[src/rtl/can_bit_timing.sv]
// CAN bit-timing generator: tq prescaler, SYNC/PROP/PS1/PS2 segments,
// sample point, hard sync and SJW-limited resynchronisation.
module can_bit_timing #(
  parameter int PRESC_W  = 8,
  parameter int SEG_W    = 4,
  parameter int DEF_BRP  = 4,
  parameter int DEF_PROP = 3,
  parameter int DEF_PS1  = 3,
  parameter int DEF_PS2  = 3,
  parameter int DEF_SJW  = 0
) (
  input  logic               clk_i,
  input  logic               rst_n_i,
  input  logic               en_i,
  input  logic [PRESC_W-1:0] brp_i,
  input  logic [SEG_W-1:0]   prop_seg_i,
  input  logic [SEG_W-1:0]   phase_seg1_i,
  input  logic [SEG_W-1:0]   phase_seg2_i,
  input  logic [1:0]         sjw_i,
  input  logic               rx_i,
  input  logic               hard_sync_en_i,
  input  logic               resync_en_i,
  output logic               tq_tick_o,
  output logic               bit_start_o,
  output logic               sample_o,
  output logic               rx_bit_o,
  output logic               can_clk_o,
  output logic [1:0]         seg_o
);

  localparam int CW = SEG_W + 1;
  localparam int EW = SEG_W + 2;

  typedef enum logic [1:0] {
    SEG_SYNC = 2'd0,
    SEG_PROP = 2'd1,
    SEG_PS1  = 2'd2,
    SEG_PS2  = 2'd3
  } seg_e;

  seg_e               seg;
  logic               active;
  logic               rx_m, rx_s, rx_d;
  logic               rx_edge;
  logic               synced;
  logic               rx_bit;
  logic [PRESC_W-1:0] presc_cnt;
  logic [PRESC_W-1:0] brp_sh;
  logic [PRESC_W-1:0] brp_eff;
  logic [SEG_W-1:0]   prop_sh, ps1_sh, ps2_sh;
  logic [1:0]         sjw_sh;
  logic [CW-1:0]      tq_cnt;
  logic [CW-1:0]      ps1_ext, ps2_red;
  logic [CW-1:0]      prop_len, ps1_len, ps2_len;
  logic [CW-1:0]      sjw_eff, seg_len, ps2_rem, ext_new;
  logic [EW-1:0]      e_val;
  logic               seg_last;
  logic               hard, resync, ps2_cut;

  assign rx_edge = rx_d & ~rx_s;

  assign prop_len = (prop_sh == '0) ? CW'(1) : CW'(prop_sh);
  assign ps1_len  = (ps1_sh == '0)  ? CW'(1) : CW'(ps1_sh);
  assign ps2_len  = (ps2_sh == '0)  ? CW'(1) : CW'(ps2_sh);
  assign sjw_eff  = CW'(sjw_sh) + CW'(1);

  assign bit_start_o = active & (seg == SEG_SYNC)
                     & (tq_cnt == '0) & (presc_cnt == '0);
  // the first SYNC clk already runs on the freshly loaded prescaler
  assign brp_eff   = bit_start_o ? brp_i : brp_sh;
  assign tq_tick_o = active & (presc_cnt == brp_eff);

  always_comb begin
    seg_len = CW'(1);
    unique case (seg)
      SEG_SYNC: seg_len = CW'(1);
      SEG_PROP: seg_len = prop_len;
      SEG_PS1:  seg_len = ps1_len + ps1_ext;
      SEG_PS2:  seg_len = ps2_len - ps2_red;
    endcase
  end

  assign seg_last  = tq_cnt >= (seg_len - CW'(1));
  assign sample_o  = tq_tick_o & (seg == SEG_PS1) & seg_last;
  assign can_clk_o = active & (seg != SEG_PS2);
  assign rx_bit_o  = rx_bit;
  assign seg_o     = seg;

  assign hard   = active & rx_edge & hard_sync_en_i;
  assign resync = active & rx_edge & resync_en_i
                & ~hard_sync_en_i & ~synced;

  // phase error in tq since SYNC, clipped to SJW
  assign e_val = (seg == SEG_PS1)
               ? EW'(prop_len) + EW'(tq_cnt) + EW'(1)
               : EW'(tq_cnt) + EW'(1);
  assign ext_new = (e_val < EW'(sjw_eff)) ? CW'(e_val) : sjw_eff;

  assign ps2_rem = ps2_len - tq_cnt;
  assign ps2_cut = resync & (seg == SEG_PS2) & (ps2_rem <= sjw_eff);

  always_ff @(posedge clk_i or negedge rst_n_i) begin
    if (!rst_n_i) begin
      rx_m      <= 1'b1;
      rx_s      <= 1'b1;
      rx_d      <= 1'b1;
      rx_bit    <= 1'b1;
      active    <= 1'b0;
      seg       <= SEG_SYNC;
      presc_cnt <= '0;
      tq_cnt    <= '0;
      ps1_ext   <= '0;
      ps2_red   <= '0;
      synced    <= 1'b0;
      brp_sh    <= PRESC_W'(DEF_BRP);
      prop_sh   <= SEG_W'(DEF_PROP);
      ps1_sh    <= SEG_W'(DEF_PS1);
      ps2_sh    <= SEG_W'(DEF_PS2);
      sjw_sh    <= 2'(DEF_SJW);
    end else begin
      rx_m <= rx_i;
      rx_s <= rx_m;
      rx_d <= rx_s;
      if (sample_o) rx_bit <= rx_s;

      if (!en_i) begin
        active    <= 1'b0;
        seg       <= SEG_SYNC;
        presc_cnt <= '0;
        tq_cnt    <= '0;
        ps1_ext   <= '0;
        ps2_red   <= '0;
        synced    <= 1'b0;
      end else if (!active) begin
        active <= 1'b1;
      end else if (hard || ps2_cut) begin
        seg       <= SEG_SYNC;
        presc_cnt <= '0;
        tq_cnt    <= '0;
        ps1_ext   <= '0;
        ps2_red   <= '0;
        synced    <= 1'b1;
      end else begin
        if (bit_start_o) begin
          brp_sh  <= brp_i;
          prop_sh <= prop_seg_i;
          ps1_sh  <= phase_seg1_i;
          ps2_sh  <= phase_seg2_i;
          sjw_sh  <= sjw_i;
          ps1_ext <= '0;
          ps2_red <= '0;
        end
        if (tq_tick_o) begin
          presc_cnt <= '0;
          if (seg_last) begin
            tq_cnt <= '0;
            unique case (seg)
              SEG_SYNC: seg <= SEG_PROP;
              SEG_PROP: seg <= SEG_PS1;
              SEG_PS1:  seg <= SEG_PS2;
              SEG_PS2:  seg <= SEG_SYNC;
            endcase
          end else begin
            tq_cnt <= tq_cnt + CW'(1);
          end
        end else begin
          presc_cnt <= presc_cnt + PRESC_W'(1);
        end
        if (sample_o) synced <= 1'b0;
        if (resync) begin
          synced <= 1'b1;
          unique case (seg)
            SEG_PROP: ps1_ext <= ext_new;
            SEG_PS1:  ps1_ext <= ext_new;
            SEG_PS2:  ps2_red <= sjw_eff;
            default:  ;
          endcase
        end
      end
    end
  end

endmodule

[config.mk]
export PLATFORM = sky130hd
export DESIGN_NAME = can_bit_timing
export DESIGN_NICKNAME = d
export VERILOG_FILES = /design/src/rtl/can_bit_timing.sv
export SDC_FILE = /design/constraint.sdc
export NUM_CORES = 1
export LEC_CHECK = 0
export ABC_AREA = 1
export BUFFER_PORTS_ARGS = -buffer_cell sky130_fd_sc_hd__buf_2
export CORE_AREA = 2 2 82 84
export CTS_CLUSTER_DIAMETER = 40
export DETAILED_ROUTE_END_ITERATION = 16
export DIE_AREA = 0 0 84 86
export PLACE_DENSITY = 0.89
export SLEW_MARGIN = 20
export SYNTH_ARGS = -nofsm -noshare
export SYNTH_HDL_FRONTEND = slang
export SYNTH_SLANG_ARGS = --single-unit
export TNS_END_PERCENT = 50
[constraint.sdc]
create_clock -name clk_i -period 4.75 [get_ports clk_i]
set_input_delay 0.475 -clock clk_i [delete_from_list [all_inputs] [get_ports clk_i]]
set_output_delay 0.475 -clock clk_i [all_outputs]
set_load 0.01 [all_outputs]
Word-level counts from Yosys, hierarchy flattened
Cells that the tools add are included.
{"block": "totals", "regBits": 53, "wordCells": 110}
{"block": "classes", "n_addsub": 10, "n_lt_le_gt_ge": 3, "n_eq_ne": 9, "mux": 40, "bitwise": 19, "reduce_logical": 13}
{"operator": "$mux W5", "count": 18}
{"operator": "$mux W8", "count": 5}
{"operator": "$pmux W5 S4", "count": 1}
{"operator": "$and A1 B1 Y1", "count": 15}
{"operator": "$logic_not A4 Y1", "count": 3}
{"operator": "$mux W4", "count": 3}
{"operator": "$mux W2", "count": 5}
{"operator": "$sub A4 B5 Y5", "count": 2}
{"operator": "$add A8 B1 Y8 const B", "count": 1}
{"operator": "$eq A8 B8 Y1", "count": 1}
{"operator": "$logic_not A8 Y1", "count": 1}
{"operator": "$pmux W2 S4", "count": 1}
{"operator": "$add A4 B5 Y6", "count": 1}
{"operator": "$add A5 B1 Y6 const B", "count": 1}
{"operator": "$add A6 B1 Y6 const B", "count": 1}
{"operator": "$lt A6 B3 Y1", "count": 1}
{"operator": "$mux W1", "count": 6}
{"operator": "$mux W6", "count": 1}
{"operator": "$ne A3 B1 Y1 const B", "count": 2}
{"operator": "$reduce_and A3 Y1", "count": 2}
{"operator": "$add A4 B5 Y5", "count": 1}
{"operator": "$add A5 B1 Y5 const B", "count": 1}
{"operator": "$ge A5 B5 Y1", "count": 1}
{"operator": "$le A5 B3 Y1", "count": 1}
{"operator": "14 further kinds", "count": 19}

Logic depth before layout (Yosys ltp)
Gate-level depths: netlist of run 1.
{"block": "logic_depth", "depth_word": 14, "depth_mapped": 22, "mapped_depth_nobuf": 22}

Worst setup path before layout of run 1
Ideal clock, no wire load.
{"block": "synth_path", "path_kind": "register to output", "startpoint": "register ps2_sh[1]", "endpoint": "output port sample_o", "t_arrival_ns": 3.074, "required_time_ns": 4.275, "path_slack_ns": 1.201, "path_stages_with_launch": 19, "path_cell_list": "dfstp_2 > nor3_1 > nor2_1 > ha_1 > inv_1 > fa_1 > nand2_1 > o211ai_1 > nand2_1 > ha_1 > nand3_1 > xor2_1 > ha_1 > nand2_1 > inv_1 > a221oi_1 > nand3_1 > nand3_1 > inv_1"}
{"block": "synth_via", "elab_chain_cells": 7}
{"item": "start: declaration", "line_no": "50", "rtl": "logic [SEG_W-1:0] prop_sh, ps1_sh, ps2_sh;"}
{"item": "start signal: assignment", "line_no": "118", "rtl": "ps2_sh <= SEG_W'(DEF_PS2);"}
{"item": "start signal: assignment", "line_no": "148", "rtl": "ps2_sh <= phase_seg2_i;"}
{"item": "$logic_not A4 Y1", "line_no": "64", "rtl": "assign ps2_len = (ps2_sh == '0) ? CW'(1) : CW'(ps2_sh);"}
{"item": "$mux W4 (*)", "line_no": "64"}
{"item": "$sub A4 B5 Y5 (*)", "line_no": "79", "rtl": "SEG_PS2: seg_len = ps2_len - ps2_red;"}
{"item": "$pmux W5 S4 (*)", "line_no": "75", "rtl": "unique case (seg)"}
{"item": "$sub A5 B1 Y5 (*)", "line_no": "83", "rtl": "assign seg_last = tq_cnt >= (seg_len - CW'(1));"}
{"item": "$ge A5 B5 Y1 (*)", "line_no": "83"}
{"item": "$and A1 B1 Y1 (*)", "line_no": "84", "rtl": "assign sample_o = tq_tick_o & (seg == SEG_PS1) & seg_last;"}
{"item": "end: declaration", "line_no": "25", "rtl": "output logic sample_o,"}
Mark *: on every way between the ends. The rest lies on a longest branch, timed or not.

Worst setup path in the final report of run 1
Same ends and word-level chain as after synthesis.

==> impl_metrics.toml, run 1 <==
[cts]
ctsHtreeMaxLevel = 2
insertion_delay_ps = 310
max-clock-path-buffers = 2
clkSlewWorstSetupHoldPaths_ps = 90
cts.sink_count = 53
clock_tree_from_tritoncts = "yes"
cts_made_buffers = 5
cts_root_buffer = "sky130_fd_sc_hd__clkbuf_8"

[die]
core_area_sq_um = 6280
num_io_pins = 35
die_height_microns = 86
die_width_microns = 84
floorplan.rows = 29
fp.dieArea_sq_um = 7220
floorplan.initialDensity_pct = 58.7

[worst_setup_path]
worst-path-max-fanout = 5
r2r-start = "ps2_sh[1]"
cp_slowest_stage_delay_ps = 600
critical_path.n_buffers_inverters = 4
critical_path.endpoint_type = "output port"
timing.critical_path.from = "ps2_sh[1]"
timing.critical_path.arrival_ps = 3880
kind_of_critical_path = "reg -> out"
required_ps = 4280
setup.worst_path.start_class = "register"
crit_slowest_cell = "sky130_fd_sc_hd__dfstp_2"
worstPathCellList = "nor3_1 -> nor2_1 -> ha_1 -> inv_1 -> fa_1 -> nand2_1 -> nand2_1 -> a21oi_1 -> o21ai_0 -> a21oi_1 -> o21a_1 -> xor2_1 -> ha_1 -> nand2_1 -> inv_1 -> a221oi_1 -> nand3_1 -> nand3_1 -> inv_1 -> buf_2"
path_delay_family = "adder cells"

[placed_design]
port_buffers = 34
post-place-cells = 580
place.gp.congestion = 0.940
dpl.hpwl_microns = 6460

[timing]
maxSlewViolCount = 0
worst-slew-pin-transition_ps = 654
max_freq_mhz = 230
hold_ws_ps = 261
timing_hold_violations_final = 0
final-setup-viol-count = 0
max_slew_margin_pct = 56.4
min_period_over_period_pct = 91.7
worst_clock_skew_ps = 11.1
period_minus_slack_ps = 4360
timing.setup.tns_ps = 0
grt_setup_unrepaired = "false"

[route]
drt-total-wl_microns = 8630
dr_wl_met3_microns = 454
routed-wl-met2_microns = 4130
drt_iter0_markers = 209
wirelength_met1_microns = 3680
dr.pass1.iters = 4
vias = 3348
route.detailed.wl_per_inst_microns = 14.6
drt-vias-per-instance = 5.67
dr.max_layer_used = "met4"
antenna_violating_nets_post_route = 0
route.detailed.drc = 0

[logic_synthesis]
yosys.area_share.adder_pct = 14.7
yosysWarnings = 0
synth_largest_area_cell = "sky130_fd_sc_hd__dfrtp_1"
synth.area.mux_share_pct = 0
ys_seq_area_share_pct = 36.3
synth_seq_cells = 53
synth.area.top_cells = "sky130_fd_sc_hd__dfrtp_1, sky130_fd_sc_hd__nand2_1, sky130_fd_sc_hd__ha_1, sky130_fd_sc_hd__nand3_1, sky130_fd_sc_hd__dfstp_2"
synth_simple_gate_area_share_pct = 28.0
synth_cells = 476
synthDominantCellAreaShare_pct = 28.5
synth_top_family_by_area = "simple AND/OR/NAND/NOR gates"
xor_xnor_cell_area_share_of_the_yosys_netlist_pct = 3.56
total_standard_cell_area_after_synthesis_sq_um = 3690
synthesis.area_per_instance_sq_um = 7.75
synth-compound-area-share_pct = 9.50
syn_nets = 545
yosysUniqueCellTypes = 36

[run_status]
outcome = "completed"

[grt]
pin_count_of_the_biggest_net_entering_global_routing = 54
gr-usage-all-layers_pct = 24.6
grt.overflow.total = 0
number_of_global_route_vias_before_repair = 3244
grt_pass1_wl_microns = 14300
antenna_found_initial = 0

[hold_path]
worstHoldStart = "rx_i"
hold_path_class = "in -> reg"

[pwr]
powerDensity_nw_per_um2 = 525
power.leakage_uw = 0.00215
maximum_ir_drop_on_the_vdd_rail_uv = 385

[finish]
layout-drive-gt1-share_pct = 13.1
final_cells = 590
area_growth_pct = 9.84
fin_nets = 581
n_antenna_cell = 0

[flow_run]
max_cap_violations = 0
metal layers:
layer | vias up | global-route usage, %
met5 | - | 0
met4 | 0 | 12.0
met3 | 36 | 3.27
met2 | 133 | 41.5
met1 | 1546 | 31.4
li1 | 1633 | -
per-stage QoR:
step                setup WS, ps  cell area, sq um  util, %  power, uW
CTS                          414              4040     64.3       2080
detailed placement           806              3920     62.4       1750
global route                5.94              4050     64.5       2320
floorplan                   1200              3690        -       1490
finish                       394              4050     64.5       2130
global placement             961              3920     62.4       1670
cell families (layout without fill, tap and decap cells):
logic type | Yosys count | count (layout)
flops | 53 | 53
buf+inv | 73 | 110
simple gates | 236 | 236
compound gates | 58 | 58
fa+ha+maj | 41 | 41
xor+xnor | 15 | 15
Yosys cell counts:
cell type / instances
sky130_fd_sc_hd__nor2_2: 1
sky130_fd_sc_hd__buf_2: 1
sky130_fd_sc_hd__nand3_2: 2
sky130_fd_sc_hd__ha_1: 37
sky130_fd_sc_hd__nand4_1: 5
sky130_fd_sc_hd__fa_1: 4
sky130_fd_sc_hd__nand2_2: 2
sky130_fd_sc_hd__o21bai_4: 1
sky130_fd_sc_hd__inv_2: 2
sky130_fd_sc_hd__a221oi_1: 1
sky130_fd_sc_hd__nand2_1: 124
sky130_fd_sc_hd__nor4_1: 2
sky130_fd_sc_hd__dfstp_2: 11
sky130_fd_sc_hd__a21o_1: 1
sky130_fd_sc_hd__clkinv_1: 1
sky130_fd_sc_hd__nand3b_1: 2
sky130_fd_sc_hd__clkbuf_1: 6
sky130_fd_sc_hd__o31ai_1: 2
sky130_fd_sc_hd__o21a_1: 4
sky130_fd_sc_hd__dfrtp_1: 42
sky130_fd_sc_hd__a21oi_1: 17
sky130_fd_sc_hd__nor2_4: 2
sky130_fd_sc_hd__a31oi_1: 1
sky130_fd_sc_hd__nor3_1: 5
sky130_fd_sc_hd__nand2_4: 1
sky130_fd_sc_hd__o211ai_1: 5
sky130_fd_sc_hd__xnor2_1: 2
sky130_fd_sc_hd__nor2_1: 32
sky130_fd_sc_hd__o22ai_1: 4
sky130_fd_sc_hd__o221ai_1: 1
sky130_fd_sc_hd__xor2_1: 13
sky130_fd_sc_hd__nand3_1: 58
sky130_fd_sc_hd__a211oi_1: 1
sky130_fd_sc_hd__buf_6: 2
sky130_fd_sc_hd__o21ai_0: 20
sky130_fd_sc_hd__inv_1: 61
layout by cell type, fill, tap and decap left out, drive strengths merged:
cell type,synthesis,routed
xnor2,2,2
nor4,2,2
inv,63,63
nand4,5,5
a21o,1,1
o21ai,20,20
o31ai,2,2
dfstp,11,11
xor2,13,13
nand3b,2,2
o21a,4,4
nand2,127,127
nor2,35,35
o22ai,4,4
o211ai,5,5
nor3,5,5
a21oi,17,17
ha,37,37
a31oi,1,1
bufinv,0,1
buf,3,38
nand3,60,60
fa,4,4
a221oi,1,1
o21bai,1,1
dfrtp,42,42
o221ai,1,1
a211oi,1,1
clkinv,1,1
clkbuf,6,7
path summary, 6_finish.rpt:
kind                              endpoint  slack, ps  cells after the start
worst min-delay path                  rx_m        260                      1
worst min register to register        rx_s        360                      0
worst max-delay path              sample_o        390                     20
worst max register to register    seg_o[1]        740                     22
min in group asynchronous        brp_sh[6]        270                      2
max in group asynchronous       ps2_red[3]       4040                      2
registers in the layout (all words and copies together), names as in the netlist, 2 cells and up:
signal,flops
brp_sh,8
presc_cnt,8
ps1_ext,5
ps2_red,5
tq_cnt,5
prop_sh,4
ps1_sh,4
ps2_sh,4
seg_o,2
sjw_sh,2
worst register-to-register path, cell delays in order (launching register included):
cell,delay (ps)
sky130_fd_sc_hd__dfstp_2,600
sky130_fd_sc_hd__nor3_1,70
sky130_fd_sc_hd__nor2_1,140
sky130_fd_sc_hd__ha_1,180
sky130_fd_sc_hd__inv_1,70
sky130_fd_sc_hd__fa_1,400
sky130_fd_sc_hd__nand2_1,80
sky130_fd_sc_hd__nand2_1,60
sky130_fd_sc_hd__a21oi_1,160
sky130_fd_sc_hd__o21ai_0,100
sky130_fd_sc_hd__a21oi_1,150
sky130_fd_sc_hd__o21a_1,160
sky130_fd_sc_hd__xor2_1,150
sky130_fd_sc_hd__ha_1,280
sky130_fd_sc_hd__nand2_1,110
sky130_fd_sc_hd__inv_1,70
sky130_fd_sc_hd__a221oi_1,270
sky130_fd_sc_hd__nand3_1,190
sky130_fd_sc_hd__nor2_1,410
sky130_fd_sc_hd__inv_1,110
sky130_fd_sc_hd__nand2_1,110
sky130_fd_sc_hd__nand2_1,50
sky130_fd_sc_hd__nand2_1,50
area by class of cell:
class	count	area [sq um]
multi-input cells	350	2060
well taps	77	96.3
inverters	64	240
clock inverters	1	30.0
fillers	523	2230
clock buffers	7	86.3
repair buffers	38	200
flip-flops and latches	53	1340
repair_timing:
item | 4_1_cts | 5_1_grt
buffers inserted | 0 | 2
gates resized for setup | 0 | 0
endpoints found under the hold margin | 0 | 0
hold buffers | 0 | 0
setup endpoints to repair | 0 | 1
power breakdown:
part | internal [uW] | switching, uW | total [uW]
sequential | 580 | 107 | 686
combinational | 430 | 695 | 1120
clock | 172 | 144 | 316
total | 1180 | 946 | 2130
Power figures use the tool's default switching activity.
==> run 2, diff against run 1 <==
- GPL_TIMING_DRIVEN: unset -> 0
- MAX_ROUTING_LAYER: unset -> met4
==> impl_metrics.toml, run 2 (same netlist as run 1, synthesis figures left out) <==
[die]
floorplan.rows = 29
floorplan.initialDensity_pct = 58.7
core_area_sq_um = 6280
die_height_microns = 86
die_width_microns = 84
fp.dieArea_sq_um = 7220
num_io_pins = 35

[finish]
fin_nets = 588
n_antenna_cell = 0
layout_common_cells = "sky130_fd_sc_hd__nand2_1, sky130_fd_sc_hd__inv_1, sky130_fd_sc_hd__nand3_1, sky130_fd_sc_hd__dfrtp_1, sky130_fd_sc_hd__ha_1"
layout-drive-gt1-share_pct = 13.1
top_regs = "brp_sh x8, presc_cnt x8"
mostFrequentLayoutCell = "sky130_fd_sc_hd__nand2_1"
regArea_sq_um = 1340
total_of_fill_cells_in_the_finished_design = 549
multi_input_comb_area_sq_um = 2060
area_growth_pct = 10.2

[cts]
max-clock-path-buffers = 2
ctsHoldBuffers = 0
postCtsSetupRepairBufs = 0
post_cts_resized = 0
clock_tree_from_tritoncts = "yes"
insertion_delay_ps = 320
cts.sink_count = 53
cts_made_buffers = 5
clkSlewWorstSetupHoldPaths_ps = 100
ctsHtreeMaxLevel = 2
cts_root_buffer = "sky130_fd_sc_hd__clkbuf_8"

[pwr]
maximum_ir_drop_on_the_vdd_rail_uv = 380
post-layout-total-power_uw = 2070
powerDensity_nw_per_um2 = 508
power.leakage_uw = 0.00215

[route]
wirelength_met1_microns = 3630
drt_iter0_markers = 224
route.detailed.wl_per_inst_microns = 14.3
dr.pass1.iters = 5
dr_wl_met3_microns = 454
dr.max_layer_used = "met4"
antenna_violating_nets_post_route = 0
drt-vias-per-instance = 5.61
routed-wl-met2_microns = 4220
drt-total-wl_microns = 8530
route.detailed.drc = 0
vias = 3351

[flow_run]
max_cap_violations = 0

[worst_setup_path]
reg2reg_to = "seg_o[1]"
worst-path-max-fanout = 4
ff2ff_path_depth = 22
timing.critical_path.arrival_ps = 3870
r2r-start = "ps2_sh[1]"
setup.worst_path.start_class = "register"
required_ps = 4280
kind_of_critical_path = "reg -> out"
critical_path.endpoint_type = "output port"
rrSetupSlack_ps = 800

[grt]
antenna_found_initial = 0
grt_pass1_wl_microns = 14700
pin_count_of_the_biggest_net_entering_global_routing = 54
gr-usage-all-layers_pct = 25.9
number_of_global_route_vias_before_repair = 3245
grt.overflow.total = 0

[timing]
maxSlewViolCount = 0
max_freq_mhz = 230
grt_setup_unrepaired = "false"
final-setup-viol-count = 0
max_slew_margin_pct = 54.6
worst-slew-pin-transition_ps = 681
timing_hold_violations_final = 0
period_minus_slack_ps = 4350
worst_clock_skew_ps = 11.5
timing.setup.tns_ps = 0
min_period_over_period_pct = 91.5

[hold_path]
hold_path_class = "in -> async"

[placed_design]
place.gp.congestion = 0.913
dpl.hpwl_microns = 6550
port_buffers = 34

[run_status]
outcome = "completed"
## run 2: cell types whose count changed in the layout (fill, tap and decap cells not counted), sizes merged
cell,before,now
buf,38,39
bufinv,1,0
clkbuf,7,13
clkinvlp,0,1
## run 2: report_power, final
group	internal [uW]	switching, uW	total [uW]	leakage (uW)
logic	429	689	1120	0.00144
clock network	119	153	271	0.0000445
registers	579	96.5	676	0.000670
## run 2: cell type report
class / instances / share of cell area (%)
Tap cell: 77 / 2.37
Buffer: 9 / 1.23
Multi-Input combinational cell: 350 / 50.6
Inverter: 64 / 5.91
Sequential cell: 53 / 33.0
Clock buffer: 7 / 2.12
Clock inverter: 1 / 0.185
Timing Repair Buffer: 36 / 4.62
## run 2: worst max path at each step
stage | startpoint | endpoint | cells after the start
global route | ps2_sh[1] | sample_o | 20
finish | ps2_sh[1] | sample_o | 20
global placement | ps2_sh[1] | sample_o | 20
CTS | ps2_sh[1] | sample_o | 20
floorplan | ps2_sh[1] | sample_o | 18
detailed placement | ps2_sh[1] | sample_o | 20
## run 2: metrics by stage
step                setup WS (ps)  hold WS [ps]  cell area (sq um)  utilization [%]  std cells
floorplan                    1200           179               3690                -        476
global placement              793           347               3950             63.0        587
detailed placement            621           349               3960             63.0        587
CTS                           259           212               4050             64.5        595
global route                 73.0           222               4070             64.8        597
finish                        402           161               4070             64.8        597
## run 2: metal layers
layer | vias to the layer above | global-route usage (%)
li1 | 1637 | -
met1 | 1585 | 32.1
met2 | 109 | 44.1
met3 | 20 | 3.18
met4 | 0 | 8.80
met5 | - | -
## run 2: critical path, cell delays in order, from the launching register on
cell and delay (ps):
sky130_fd_sc_hd__dfstp_2 560, sky130_fd_sc_hd__nor3_1 60, sky130_fd_sc_hd__nor2_1 160, sky130_fd_sc_hd__ha_1 160, sky130_fd_sc_hd__inv_1 60, sky130_fd_sc_hd__fa_1 410, sky130_fd_sc_hd__nand2_1 80, sky130_fd_sc_hd__nand2_1 50
sky130_fd_sc_hd__a21oi_1 210, sky130_fd_sc_hd__o21ai_0 120, sky130_fd_sc_hd__a21oi_1 130, sky130_fd_sc_hd__o21a_1 150, sky130_fd_sc_hd__xor2_1 150, sky130_fd_sc_hd__ha_1 270, sky130_fd_sc_hd__nand2_1 80, sky130_fd_sc_hd__inv_1 50
sky130_fd_sc_hd__a221oi_1 260, sky130_fd_sc_hd__nand3_1 210, sky130_fd_sc_hd__nand3_1 190, sky130_fd_sc_hd__inv_1 60, sky130_fd_sc_hd__buf_2 140
==> run 3, diff against run 2 <==
- CORE_AREA: 2 2 82 84 -> 2 2 75 91
- DIE_AREA: 0 0 84 86 -> 0 0 77 93
==> impl_metrics.toml, run 3 (same netlist as run 1, synthesis figures left out) <==
[run_status]
outcome = "completed"

[hold_path]
hold_path_class = "in -> async"

[die]
floorplan.initialDensity_pct = 58.3
num_io_pins = 35
floorplan.rows = 32
die_height_microns = 93
die_width_microns = 77
core_area_sq_um = 6330
fp.dieArea_sq_um = 7160

[pwr]
powerDensity_nw_per_um2 = 513
power_share_of_the_combinational_group_pct = 54.8
internal_pwr_total_uw = 1130
sequentialPowerShare_pct = 32.6
power.clock.fraction_pct = 12.6
power.leakage_uw = 0.00216
switchingPower_uw = 957
power.share.switching_pct = 45.8
maximum_ir_drop_on_the_vdd_rail_uv = 356

[grt]
grt.overflow.total = 0
antenna_found_initial = 0
pin_count_of_the_biggest_net_entering_global_routing = 54
global_route.usage.met3_pct = 3.76
grt_util_met2_pct = 46.9
gr-usage-all-layers_pct = 26.3
met1_usage_pct = 30.0
grt_pass1_wl_microns = 14600
number_of_global_route_vias_before_repair = 3251
busiest_layer = "met2"

[placed_design]
dpl.hpwl_microns = 6800
post-place-cells = 595
place.gp.congestion = 0.920
placed_cell_area_sq_um = 3970
port_buffers = 34

[cts]
max-clock-path-buffers = 2
ctsHtreeMaxLevel = 2
cts.sink_count = 53
insertion_delay_ps = 320
clock_tree_from_tritoncts = "yes"
cts_made_buffers = 5
post_cts_resized = 0
clkSlewWorstSetupHoldPaths_ps = 100
cts_root_buffer = "sky130_fd_sc_hd__clkbuf_8"

[finish]
area_of_all_placed_cells_without_fillers_sq_um = 4080
fin_util_pct = 64.4
layout_common_cells = "sky130_fd_sc_hd__nand2_1, sky130_fd_sc_hd__inv_1, sky130_fd_sc_hd__nand3_1, sky130_fd_sc_hd__dfrtp_1, sky130_fd_sc_hd__ha_1"
final_cells = 606
layout-drive-gt1-share_pct = 13.2
area_growth_pct = 10.5
top_regs = "brp_sh x8, presc_cnt x8"
mostFrequentLayoutCell = "sky130_fd_sc_hd__nand2_1"
n_antenna_cell = 0
fin_nets = 589

[route]
antenna_violating_nets_post_route = 0
route.detailed.drc = 0
drt-total-wl_microns = 8740
vias = 3363
route.detailed.wl_per_inst_microns = 14.4
dr.pass1.iters = 5
drt-vias-per-instance = 5.55
drt_iter0_markers = 231

[worst_setup_path]
crit_slowest_cell = "sky130_fd_sc_hd__dfstp_2"
required_ps = 4280
critical_path.n_buffers_inverters = 4
path_delay_family = "adder cells"
timing.critical_path.arrival_ps = 3900
setup.worst_path.start_class = "register"
kind_of_critical_path = "reg -> out"
worstPathCellList = "nor3_1 -> nor2_1 -> ha_1 -> inv_1 -> fa_1 -> nand2_1 -> nand2_1 -> a21oi_1 -> o21ai_0 -> a21oi_1 -> o21a_1 -> xor2_1 -> ha_1 -> nand2_1 -> inv_1 -> a221oi_1 -> nand3_1 -> nand3_1 -> inv_1 -> buf_2"
cp_slowest_stage_delay_ps = 570
timing.critical_path.from = "ps2_sh[1]"
r2r-start = "ps2_sh[1]"
critical_path.endpoint_type = "output port"
worst-path-max-fanout = 4

[timing]
min_period_over_period_pct = 92.2
grt_setup_unrepaired = "false"
timing.setup.tns_ps = 0
max_slew_margin_pct = 55.2
worst_clock_skew_ps = 6.69
worst-slew-pin-transition_ps = 672
maxSlewViolCount = 0
period_minus_slack_ps = 4380
max_freq_mhz = 228
timing_hold_violations_final = 0
final-setup-viol-count = 0

[flow_run]
max_cap_violations = 0
## run 3: cell types whose count changed in the layout (fill, tap and decap cells not counted)
cell                         previous run  this run
sky130_fd_sc_hd__buf_4                  3         4
sky130_fd_sc_hd__clkbuf_8               6         5
sky130_fd_sc_hd__clkinv_2               0         1
sky130_fd_sc_hd__clkinvlp_4             1         0
sky130_fd_sc_hd__inv_6                  0         1
## run 3: repair_timing
| item | CTS | global route |
|---|---|---|
| endpoints found under the setup margin | 0 | 1 |
| hold buffers | 0 | 0 |
| buffers inserted | 0 | 3 |
## run 3: stage by stage
step	worst slack, ps	power [uW]	hold WS [ps]
after floorplan	1200	1490	179
after global placement	759	1700	346
after detailed placement	591	1780	347
after CTS	253	2040	215
after global routing	60.9	2290	242
final	371	2090	160
## run 3: cell type report
cell class / instances / area [sq um]
buffer: 9 / 50.0
clock buffer: 6 / 72.6
timing repair buffer: 37 / 195
tap: 85 / 106
sequential: 53 / 1340
multi-input combinational: 350 / 2060
inverter: 64 / 240
clock inverter: 2 / 13.8
fill: 577 / 2250
## run 3: path summary, 6_finish.rpt
kind                           endpoint  slack (ps)  depth (start not counted)
max in group asynchronous  presc_cnt[3]        4110                          1
hold / removal                brp_sh[5]         160                          1
setup / recovery               sample_o         370                         20
min in group clk_i                 rx_m         240                          1
hold reg to reg                    rx_s         360                          0
setup reg to reg               seg_o[1]         680                         22
## run 3: power groups by stage
stage	combinational (uW)	clock, uW	sequential (uW)
3_5_place_dp	1080	0	693
5_1_grt	1310	282	694
4_1_cts	1090	265	686
3_3_place_gp	1010	0	687
2_1_floorplan	831	0	660
6_report	1140	264	681
## run 3: per-layer routing
layer / share of wire (%) / routed length (microns)
met5: 0 / 0
met4: 3.9 / 339
met1: 41 / 3610
met3: 3.9 / 345
met2: 51 / 4450
